### src/rtl/image_display_pkg.sv
// Shared types and sizing helpers for the image display controller.
package image_display_pkg;

  typedef enum logic [1:0] {IDLE, ACCESS, RESP} cpu_state_t;

  function automatic int img_pixels(input int w, input int h);
    return w * h;
  endfunction

  function automatic int buf_w(input int nbuf);
    return (nbuf > 1) ? $clog2(nbuf) : 1;
  endfunction

endpackage

### src/rtl/idc_pixel_pipe.sv
// Scan-out side: video slot detection, buffer address forming and the
// two-stage pixel pipe that aligns pix_out/pix_valid with the memory latency.
module idc_pixel_pipe
  import image_display_pkg::*;
#(
  parameter int PIX_W  = 8,
  parameter int NBUF   = 2,
  parameter int IMG_W  = 256,
  parameter int IMG_H  = 256,
  parameter int XY_W   = 10,
  parameter int ADDR_W = 18,
  localparam int BUF_W = buf_w(NBUF)
) (
  input  logic                  clk,
  input  logic                  reset,
  input  logic                  pix_ce,
  input  logic                  pix_active,
  input  logic [XY_W-1:0]       pix_x,
  input  logic [XY_W-1:0]       pix_y,
  input  logic                  disp_enb,
  input  logic [BUF_W-1:0]      disp_src,
  input  logic [NBUF*PIX_W-1:0] mem_rdata,
  output logic                  vid_slot,
  output logic [ADDR_W-1:0]     vid_addr,
  output logic [PIX_W-1:0]      pix_out,
  output logic                  pix_valid
);

  logic             s1_ce;
  logic             s1_slot;
  logic             s1_active;
  logic [BUF_W-1:0] s1_src;

  assign vid_slot = pix_ce && pix_active && disp_enb &&
                    (32'(pix_x) < IMG_W) && (32'(pix_y) < IMG_H);
  assign vid_addr = ADDR_W'(32'(pix_y) * 32'(IMG_W) + 32'(pix_x));

  // Stage 1 tracks the slot while the buffer read is in flight; stage 2 picks the data.
  always_ff @(posedge clk or negedge reset) begin
    if (!reset) begin
      s1_ce     <= 1'b0;
      s1_slot   <= 1'b0;
      s1_active <= 1'b0;
      s1_src    <= '0;
      pix_out   <= '0;
      pix_valid <= 1'b0;
    end else begin
      s1_ce     <= pix_ce;
      s1_slot   <= vid_slot;
      s1_active <= pix_active;
      s1_src    <= disp_src;
      if (s1_ce) begin
        pix_out   <= s1_slot ? mem_rdata[int'(s1_src) * PIX_W +: PIX_W] : '0;
        pix_valid <= s1_active;
      end
    end
  end

endmodule

### src/rtl/image_display_controller.sv
// Arbitrates NBUF single-port image buffers between VGA scan-out (priority) and a
// handshaked CPU port. Build option IDC_VSYNC_SWAP_EN defers display control to frame_start.
//   state  | meaning
//   IDLE   | waiting; CPU op issued on a request cycle that is not a video slot
//   ACCESS | op in flight; writes complete here with cpu_ready
//   RESP   | read data captured, cpu_ready pulses
module image_display_controller
  import image_display_pkg::*;
#(
  parameter int PIX_W  = 8,
  parameter int NBUF   = 2,
  parameter int IMG_W  = 256,
  parameter int IMG_H  = 256,
  parameter int XY_W   = 10,
  parameter int ADDR_W = 18,
  localparam int BUF_W = buf_w(NBUF)
) (
  input  logic                  clk,
  input  logic                  reset,
  input  logic                  pix_ce,
  input  logic                  pix_active,
  input  logic [XY_W-1:0]       pix_x,
  input  logic [XY_W-1:0]       pix_y,
  input  logic                  frame_start,
  input  logic                  ctrl_we,
  input  logic [BUF_W-1:0]      ctrl_src,
  input  logic                  ctrl_enb,
  input  logic                  cpu_req,
  input  logic                  cpu_we,
  input  logic [BUF_W-1:0]      cpu_buf,
  input  logic [ADDR_W-1:0]     cpu_addr,
  input  logic [PIX_W-1:0]      cpu_wdata,
  output logic                  cpu_ready,
  output logic [PIX_W-1:0]      cpu_rdata,
  output logic [NBUF-1:0]       mem_en,
  output logic                  mem_we,
  output logic [ADDR_W-1:0]     mem_addr,
  output logic [PIX_W-1:0]      mem_wdata,
  input  logic [NBUF*PIX_W-1:0] mem_rdata,
  output logic [PIX_W-1:0]      pix_out,
  output logic                  pix_valid
);

  localparam int IMG_PIX = img_pixels(IMG_W, IMG_H);

  cpu_state_t        state;
  logic              disp_enb;
  logic [BUF_W-1:0]  disp_src;
  logic              vid_slot;
  logic [ADDR_W-1:0] vid_addr;
  logic              src_ok;
  logic              cpu_ok;
  logic              cpu_issue;
  logic              op_we;
  logic              op_ok;
  logic [BUF_W-1:0]  op_buf;

  assign src_ok    = 32'(ctrl_src) < NBUF;
  assign cpu_ok    = (32'(cpu_buf) < NBUF) && (32'(cpu_addr) < IMG_PIX);
  // Gated by reset so a request held through reset cannot reach the buffers.
  assign cpu_issue = (state == IDLE) && cpu_req && !vid_slot && reset;

`ifdef IDC_VSYNC_SWAP_EN
  logic             pend_enb;
  logic [BUF_W-1:0] pend_src;

  always_ff @(posedge clk or negedge reset) begin
    if (!reset) begin
      pend_enb <= 1'b0;
      pend_src <= '0;
      disp_enb <= 1'b0;
      disp_src <= '0;
    end else begin
      if (ctrl_we) begin
        pend_enb <= ctrl_enb;
        if (src_ok) pend_src <= ctrl_src;
      end
      // A write landing on frame_start itself is applied straight away.
      if (frame_start) begin
        disp_enb <= ctrl_we ? ctrl_enb : pend_enb;
        disp_src <= (ctrl_we && src_ok) ? ctrl_src : pend_src;
      end
    end
  end
`else
  logic unused_frame_start;
  assign unused_frame_start = frame_start;

  always_ff @(posedge clk or negedge reset) begin
    if (!reset) begin
      disp_enb <= 1'b0;
      disp_src <= '0;
    end else if (ctrl_we) begin
      disp_enb <= ctrl_enb;
      if (src_ok) disp_src <= ctrl_src;
    end
  end
`endif

  idc_pixel_pipe #(
    .PIX_W (PIX_W),
    .NBUF  (NBUF),
    .IMG_W (IMG_W),
    .IMG_H (IMG_H),
    .XY_W  (XY_W),
    .ADDR_W(ADDR_W)
  ) u_pipe (
    .clk       (clk),
    .reset     (reset),
    .pix_ce    (pix_ce),
    .pix_active(pix_active),
    .pix_x     (pix_x),
    .pix_y     (pix_y),
    .disp_enb  (disp_enb),
    .disp_src  (disp_src),
    .mem_rdata (mem_rdata),
    .vid_slot  (vid_slot),
    .vid_addr  (vid_addr),
    .pix_out   (pix_out),
    .pix_valid (pix_valid)
  );

  always_comb begin
    mem_en    = '0;
    mem_we    = 1'b0;
    mem_addr  = '0;
    mem_wdata = '0;
    if (vid_slot) begin
      mem_en   = NBUF'(1) << disp_src;
      mem_addr = vid_addr;
    end else if (cpu_issue && cpu_ok) begin
      mem_en    = NBUF'(1) << cpu_buf;
      mem_we    = cpu_we;
      mem_addr  = cpu_addr;
      mem_wdata = cpu_wdata;
    end
  end

  always_ff @(posedge clk or negedge reset) begin
    if (!reset) begin
      state     <= IDLE;
      cpu_ready <= 1'b0;
      cpu_rdata <= '0;
      op_we     <= 1'b0;
      op_ok     <= 1'b0;
      op_buf    <= '0;
    end else begin
      case (state)
        IDLE: begin
          cpu_ready <= 1'b0;
          if (cpu_issue) begin
            state     <= ACCESS;
            op_we     <= cpu_we;
            op_ok     <= cpu_ok;
            op_buf    <= cpu_buf;
            cpu_ready <= cpu_we;
          end
        end
        ACCESS: begin
          if (op_we) begin
            state     <= IDLE;
            cpu_ready <= 1'b0;
          end else begin
            state     <= RESP;
            cpu_ready <= 1'b1;
            cpu_rdata <= op_ok ? mem_rdata[int'(op_buf) * PIX_W +: PIX_W] : '0;
          end
        end
        RESP: begin
          state     <= IDLE;
          cpu_ready <= 1'b0;
        end
        default: begin
          state     <= IDLE;
          cpu_ready <= 1'b0;
        end
      endcase
    end
  end

endmodule

### config.mk
export PLATFORM = sky130hd
export DESIGN_NAME = image_display_controller
export DESIGN_NICKNAME = d
export VERILOG_FILES = /design/src/rtl/image_display_pkg.sv /design/src/rtl/idc_pixel_pipe.sv /design/src/rtl/image_display_controller.sv
export SDC_FILE = /design/constraint.sdc
export NUM_CORES = 1
export LEC_CHECK = 0
export CORE_UTILIZATION = 30
export CTS_CLUSTER_SIZE = 40
export DETAILED_ROUTE_END_ITERATION = 12
export PLACE_DENSITY_LB_ADDON = 0.2
export SYNTH_ARGS = -nofsm -noshare
export SYNTH_HDL_FRONTEND = slang
export SYNTH_SLANG_ARGS = --single-unit
### constraint.sdc
create_clock -name clk -period 2.21 [get_ports clk]
set_input_delay 0.3315 -clock clk [delete_from_list [all_inputs] [get_ports clk]]
set_output_delay 0.3315 -clock clk [all_outputs]
set_load 0.05 [all_outputs]
# After elaboration in Yosys (flattened, before gate mapping)
# Cells that the tools add are included.
classes:
  n_shift: 4
  reduce_logical: 12
  bitwise: 1
  order_cmp: 3
  n_addsub: 1
  n_eq_ne: 2
  muxes: 16
op_table:
  columns: ["op", "n"]
  rows:
  - ["$mux W18", 2]
  - ["$mux W8", 4]
  - ["$shiftx A16 B5 Y8", 2]
  - ["$lt A10 B9 Y1 const B", 2]
  - ["$add A18 B10 Y18", 1]
  - ["$lt A18 B17 Y1 const B", 1]
  - ["$logic_and A1 B1 Y1", 8]
  - ["$mux W2", 4]
  - ["$mux W1", 4]
  - ["$pmux W2 S2", 1]
  - ["$reduce_and A2 Y1", 2]
  - ["$shl A1 B1 Y2 const A", 2]
  - ["$eq A2 B1 Y1 const B", 1]
  - ["$logic_not A2 Y1", 1]
  - ["$ne A2 B2 Y1 const B", 1]
  - ["$pmux W1 S2", 1]
  - ["$logic_not A1 Y1", 1]
  - ["$not A1 Y1", 1]
word_totals:
  wordCells: 53
  ff_bits: 29

# Longest topological paths before layout
depth:
  ltp_word: 10
  depth_mapped: 7
  mapped_depth_nobuf: 7

# Hierarchy
# From an unflattened synthesis, not the netlist that was laid out.
unflattened:
  hier_cells: 168
  area_unflattened_um2: 1750.4
by_module_without_submodules:
  columns: ["module", "n_inst", "area_per_inst_um2", "cells_per_inst"]
  rows:
  - ["image_display_controller", 1, 974.7, 94]
  - ["idc_pixel_pipe", 1, 775.7, 74]

# Worst setup path before layout
# No wires, ideal clock.
synth_timing:
  kind: "in2out"
  startpoint: "input port pix_x[8]"
  endpoint: "output port mem_addr[16]"
  setup_slack_ps: -505
  stages: 3
  arrival_time_ps: 2384
  path_cell_list: "or4b_4 -> or3_4 -> nor3_1"
synth_via:
  elab_chain_len: 9
  elab_cells_between_ends: 10
  cone_classes: "add/sub (1); order compare (1); mux (2); reduce/logical (6)"
synth_lines:
  columns: ["item", "line_no", "source"]
  rows:
  - ["start, declared", "image_display_controller.sv:22", "input logic [XY_W-1:0] pix_x,"]
  - ["$lt A10 B9 Y1", "idc_pixel_pipe.sv:35", "(32'(pix_x) < IMG_W) && (32'(pix_y) < IMG_H);"]
  - ["$logic_and A1 B1 Y1", "idc_pixel_pipe.sv:34", "assign vid_slot = pix_ce && pix_active && disp_enb &&"]
  - ["$logic_and A1 B1 Y1", "idc_pixel_pipe.sv:35", null]
  - ["$logic_not A1 Y1", "image_display_controller.sv:61", "assign cpu_issue = (state == IDLE) && cpu_req && !vid_slot && reset;"]
  - ["$logic_and A1 B1 Y1 (2 in series)", "image_display_controller.sv:61", null]
  - ["$logic_and A1 B1 Y1", "image_display_controller.sv:131", "end else if (cpu_issue && cpu_ok) begin"]
  - ["$mux W18", "image_display_controller.sv:131", null]
  - ["$mux W18 *", "image_display_controller.sv:128", "if (vid_slot) begin"]
  - ["end, declared", "image_display_controller.sv:37", "output logic [ADDR_W-1:0] mem_addr,"]
# Mark *: on every way between the ends. The rest lies on a longest branch, timed or not.

# Final worst setup path
layout_timing:
  startpoint: "register disp_enb"
  endpoint: "output port mem_addr[3]"
layout_via:
  elab_chain_len: 9
layout_lines:
  columns: ["item", "line_no", "source"]
  rows:
  - ["start, declared", "image_display_controller.sv:47", "logic disp_enb;"]
  - ["start signal, assigned", "image_display_controller.sv:94", "disp_enb <= ctrl_enb;"]
  - ["$logic_and A1 B1 Y1 * (2 in series)", "idc_pixel_pipe.sv:34", null]
  - ["$logic_and A1 B1 Y1 *", "idc_pixel_pipe.sv:35", null]
  - ["$logic_not A1 Y1", "image_display_controller.sv:61", null]
  - ["$logic_and A1 B1 Y1 (2 in series)", "image_display_controller.sv:61", null]
  - ["$logic_and A1 B1 Y1", "image_display_controller.sv:131", null]
  - ["$mux W18", "image_display_controller.sv:131", null]
  - ["$mux W18 *", "image_display_controller.sv:128", null]
# Marks and branches as above.

==> impl_results.md <==
* Startpoint Class: flop
* CTS tree: yes
* Die width at 76.9 um
* Initial DRC Count at 48
* Diode count at 0
* Max-slew headroom at 0.643
* Die Ht at 76.9 um
* Final HPWL DP at 4220 um
* Antenna-violating nets left at 0
* Final Non-Filler Cells at 366
* Clock Tree Buf Depth at 2
* Placed insts at 350
* # DRC at 0
* Buffers on Ports at 117
* Setup CP Type: reg2out
* Reg2Reg Setup Slack at 0.54 ns
* Crit path DAT at 2.04 ns
* Vias in the first global route at 1855
* Row Count at 26
* Synth Area per Inst at 10.6 um2
* PwrDens at 466 mW/mm2
* Fin util at 0.694
* Via-to-Cell Ratio at 4.83
* Status: finished with violations
* Net count after synthesis at 235
* Routability cong. at 0.809
* Reg2reg start: disp_enb$_DFFE_PN0P_
* TritonRoute pass-1 iters at 4
* RSZ-0062 raised after global routing: yes
* Post-synth EDFFs at 0
* FF-to-FF path depth at 6
* Synth Flop Type: dfrtp_1
* Clock Skews at 0.00404 ns
* Worst Path Required at 1.88 ns
* Max cap viols at 0
* Final min period at 2.37 ns
* Starting Density at 0.321
* Lkg Pwr at 1.59 nW
* Crit-path max FO at 4
* Final wirelength at 5480 um
* Failing checks: setup timing
* Layout cells sized above 1 at 0.318
* Final slew viol count at 0
* Clock slew at reported path FFs at 0.06 ns
* Synth Instances at 159
* Worst-Skew Late Latency at 0.28 ns
* Seq cells post-synth at 29
* TritonCTS Buffers at 5
* Place WS at -0.505 ns
* Crit path capture type: primary output
* First-pass GRT wire length at 9020 um
* Share of the synthesized area in the top cell type at 0.432
* Number of antenna violations at the first check in global routing at 0
* Clock Sinks at 29
* H-tree depth at 2
* Layout area overhead at 116%
* Ports at 120
* Fmax at 422 MHz
* Hold_buf cts at 0
* Post-synth ARST share at 1.00
* Core Region at 0.00524 mm2
* Library cells used by synthesis at 35
* HP Class: in2async
* Fin. Hold Viols at 0
* Worst-Margin Slew at 0.535 ns
* Die Footprint at 0.00591 mm2
* Worst setup endpoint: mem_addr[3]
* Routed vias at 1766
* GRT overflow at 0
* Synth warn at 0
* Part of the cycle the worst path needs at 1.07
* Sequential area share after synthesis at 0.432
* Setup WS post-layout at -0.157 ns
* Mapped Area at 0.00168 mm2
* Post-DR wirelength/cell at 15.0 um
* VDD IR max at 0.294 mV
* Post-synth top area cell: dfrtp_1
* Global router's overall resource usage at 0.199
* Synth area leaders: dfrtp_1, a22o_1, mux2i_1
* Nets at 372
* Root buf cell: clkbuf_8
* Reg-to-reg endpoint: op_ok$_DFFE_PN0P_
* Pin count of the biggest net entering global routing at 30
* CP Launch Point: disp_enb$_DFFE_PN0P_
* Setup violators final at 27
-- cell type report --
type	instances	area (um2)
repair buffers	137	1610
fillers	389	1610
multi-input cells	107	1050
flip-flops and latches	29	726
well taps	70	87.6
clock buffers	7	86.3
inverters	16	72.6
-- critical path, cell delays in order (launching register included) --
cell     delay, ns
dfrtp_1       0.35
or4b_4        0.49
o31ai_4       0.19
buf_6         0.16
nor3_4        0.05
buf_6         0.14
a22o_4        0.22
buf_12        0.15
-- kinds of logic (layout without fill, tap and decap cells) --
logic type / Yosys count / after routing / synth area share
compound gates: 40 / 40 / 0.194
simple gates: 36 / 38 / 0.129
flops: 29 / 29 / 0.432
buf+inv: 25 / 160 / 0.0699
mux: 19 / 19 / 0.115
xor+xnor: 6 / 6 / 0.0312
fa+ha+maj: 3 / 3 / 0.0268
other cells: 1 / 1 / 0.00223
-- what timing repair did --
| item | in CTS | in global routing |
|---|---|---|
| resized for setup | 36 | 8 |
| buffers inserted | 6 | 1 |
| pin swaps | 25 | 2 |
| setup endpoints to repair | 28 | 28 |
| gates cloned | 2 | 0 |
-- sequential cells by signal, indices dropped and copies added, names as in the netlist --
| name | cells |
|---|---|
| cpu_rdata | 8 |
| u_pipe.pix_out | 8 |
| state | 2 |
| cpu_ready | 1 |
| disp_enb | 1 |
| disp_src | 1 |
| op_buf | 1 |
| op_ok | 1 |
| op_we | 1 |
| u_pipe.pix_valid | 1 |
| u_pipe.s1_active | 1 |
| u_pipe.s1_ce | 1 |
| u_pipe.s1_slot | 1 |
| u_pipe.s1_src | 1 |
-- synth_stat cells, drive strengths merged, types with 2 or more instances --
master,instances
a22o,24
and2,8
buf,5
clkbuf,4
dfrtp,29
ha,2
inv,15
mux2,3
mux2i,16
nand2,7
nand4,2
nor2,9
nor3,2
o21ai,3
o22ai,8
o2bb2ai,2
xnor2,5
-- routing by layer --
layer | GRT usage | share of wire | vias up
li1 | - | - | 848
met3 | 0.0845 | 0.097 | 5
met1 | 0.213 | 0.39 | 824
met2 | 0.345 | 0.50 | 89
met4 | 0.0731 | 0.012 | 0
met5 | 0 | 0 | -
-- stage by stage --
stage / TNS (ns) / instance area, um2 / power (mW) / hold slack [ns]
after CTS: -2.84 / 3570 / 1.71 / 0.203
final: -2.60 / 3630 / 1.69 / 0.197
after global placement: -13.15 / 3300 / 1.24 / 0.455
after floorplan: -0.132 / 1720 / 0.940 / 0.0359
after detailed placement: -12.85 / 3300 / 1.24 / 0.467
after global routing: -4.32 / 3630 / 1.78 / 0.248
-- worst min path at each step --
stage / start / end / slack, ns / cells after the start
floorplan: reset / cpu_rdata[0]$_DFFE_PN0P_ / 0.04 / 0
global placement: u_pipe.s1_active$_DFF_PN0_ / u_pipe.pix_valid$_DFFE_PN0P_ / 0.46 / 1
detailed placement: u_pipe.s1_active$_DFF_PN0_ / u_pipe.pix_valid$_DFFE_PN0P_ / 0.47 / 1
CTS: reset / cpu_rdata[1]$_DFFE_PN0P_ / 0.20 / 2
global route: reset / u_pipe.pix_out[7]$_DFFE_PN0P_ / 0.25 / 2
finish: reset / u_pipe.s1_src$_DFF_PN0_ / 0.20 / 2
-- where the power goes --
group	internal (mW)	total, mW	switching (mW)
clock network	0.246	0.429	0.183
registers	0.585	0.644	0.0587
logic	0.315	0.620	0.306
total	1.15	1.69	0.548
-- cells in the final DEF (no fill, tap or decap), types with 4 or more instances in the layout --
cell / n
dlygate4sd2_1: 6
mux2i_1: 16
inv_1: 13
a22o_1: 10
buf_6: 5
a22o_2: 4
a22o_4: 10
xnor2_1: 5
o22ai_1: 8
and2_4: 5
nor2_1: 9
buf_4: 15
clkdlybuf4s50_1: 81
nand2_1: 7
dfrtp_1: 29
nor3_4: 4
buf_12: 28
clkbuf_8: 6
Power figures use the tool's default switching activity.
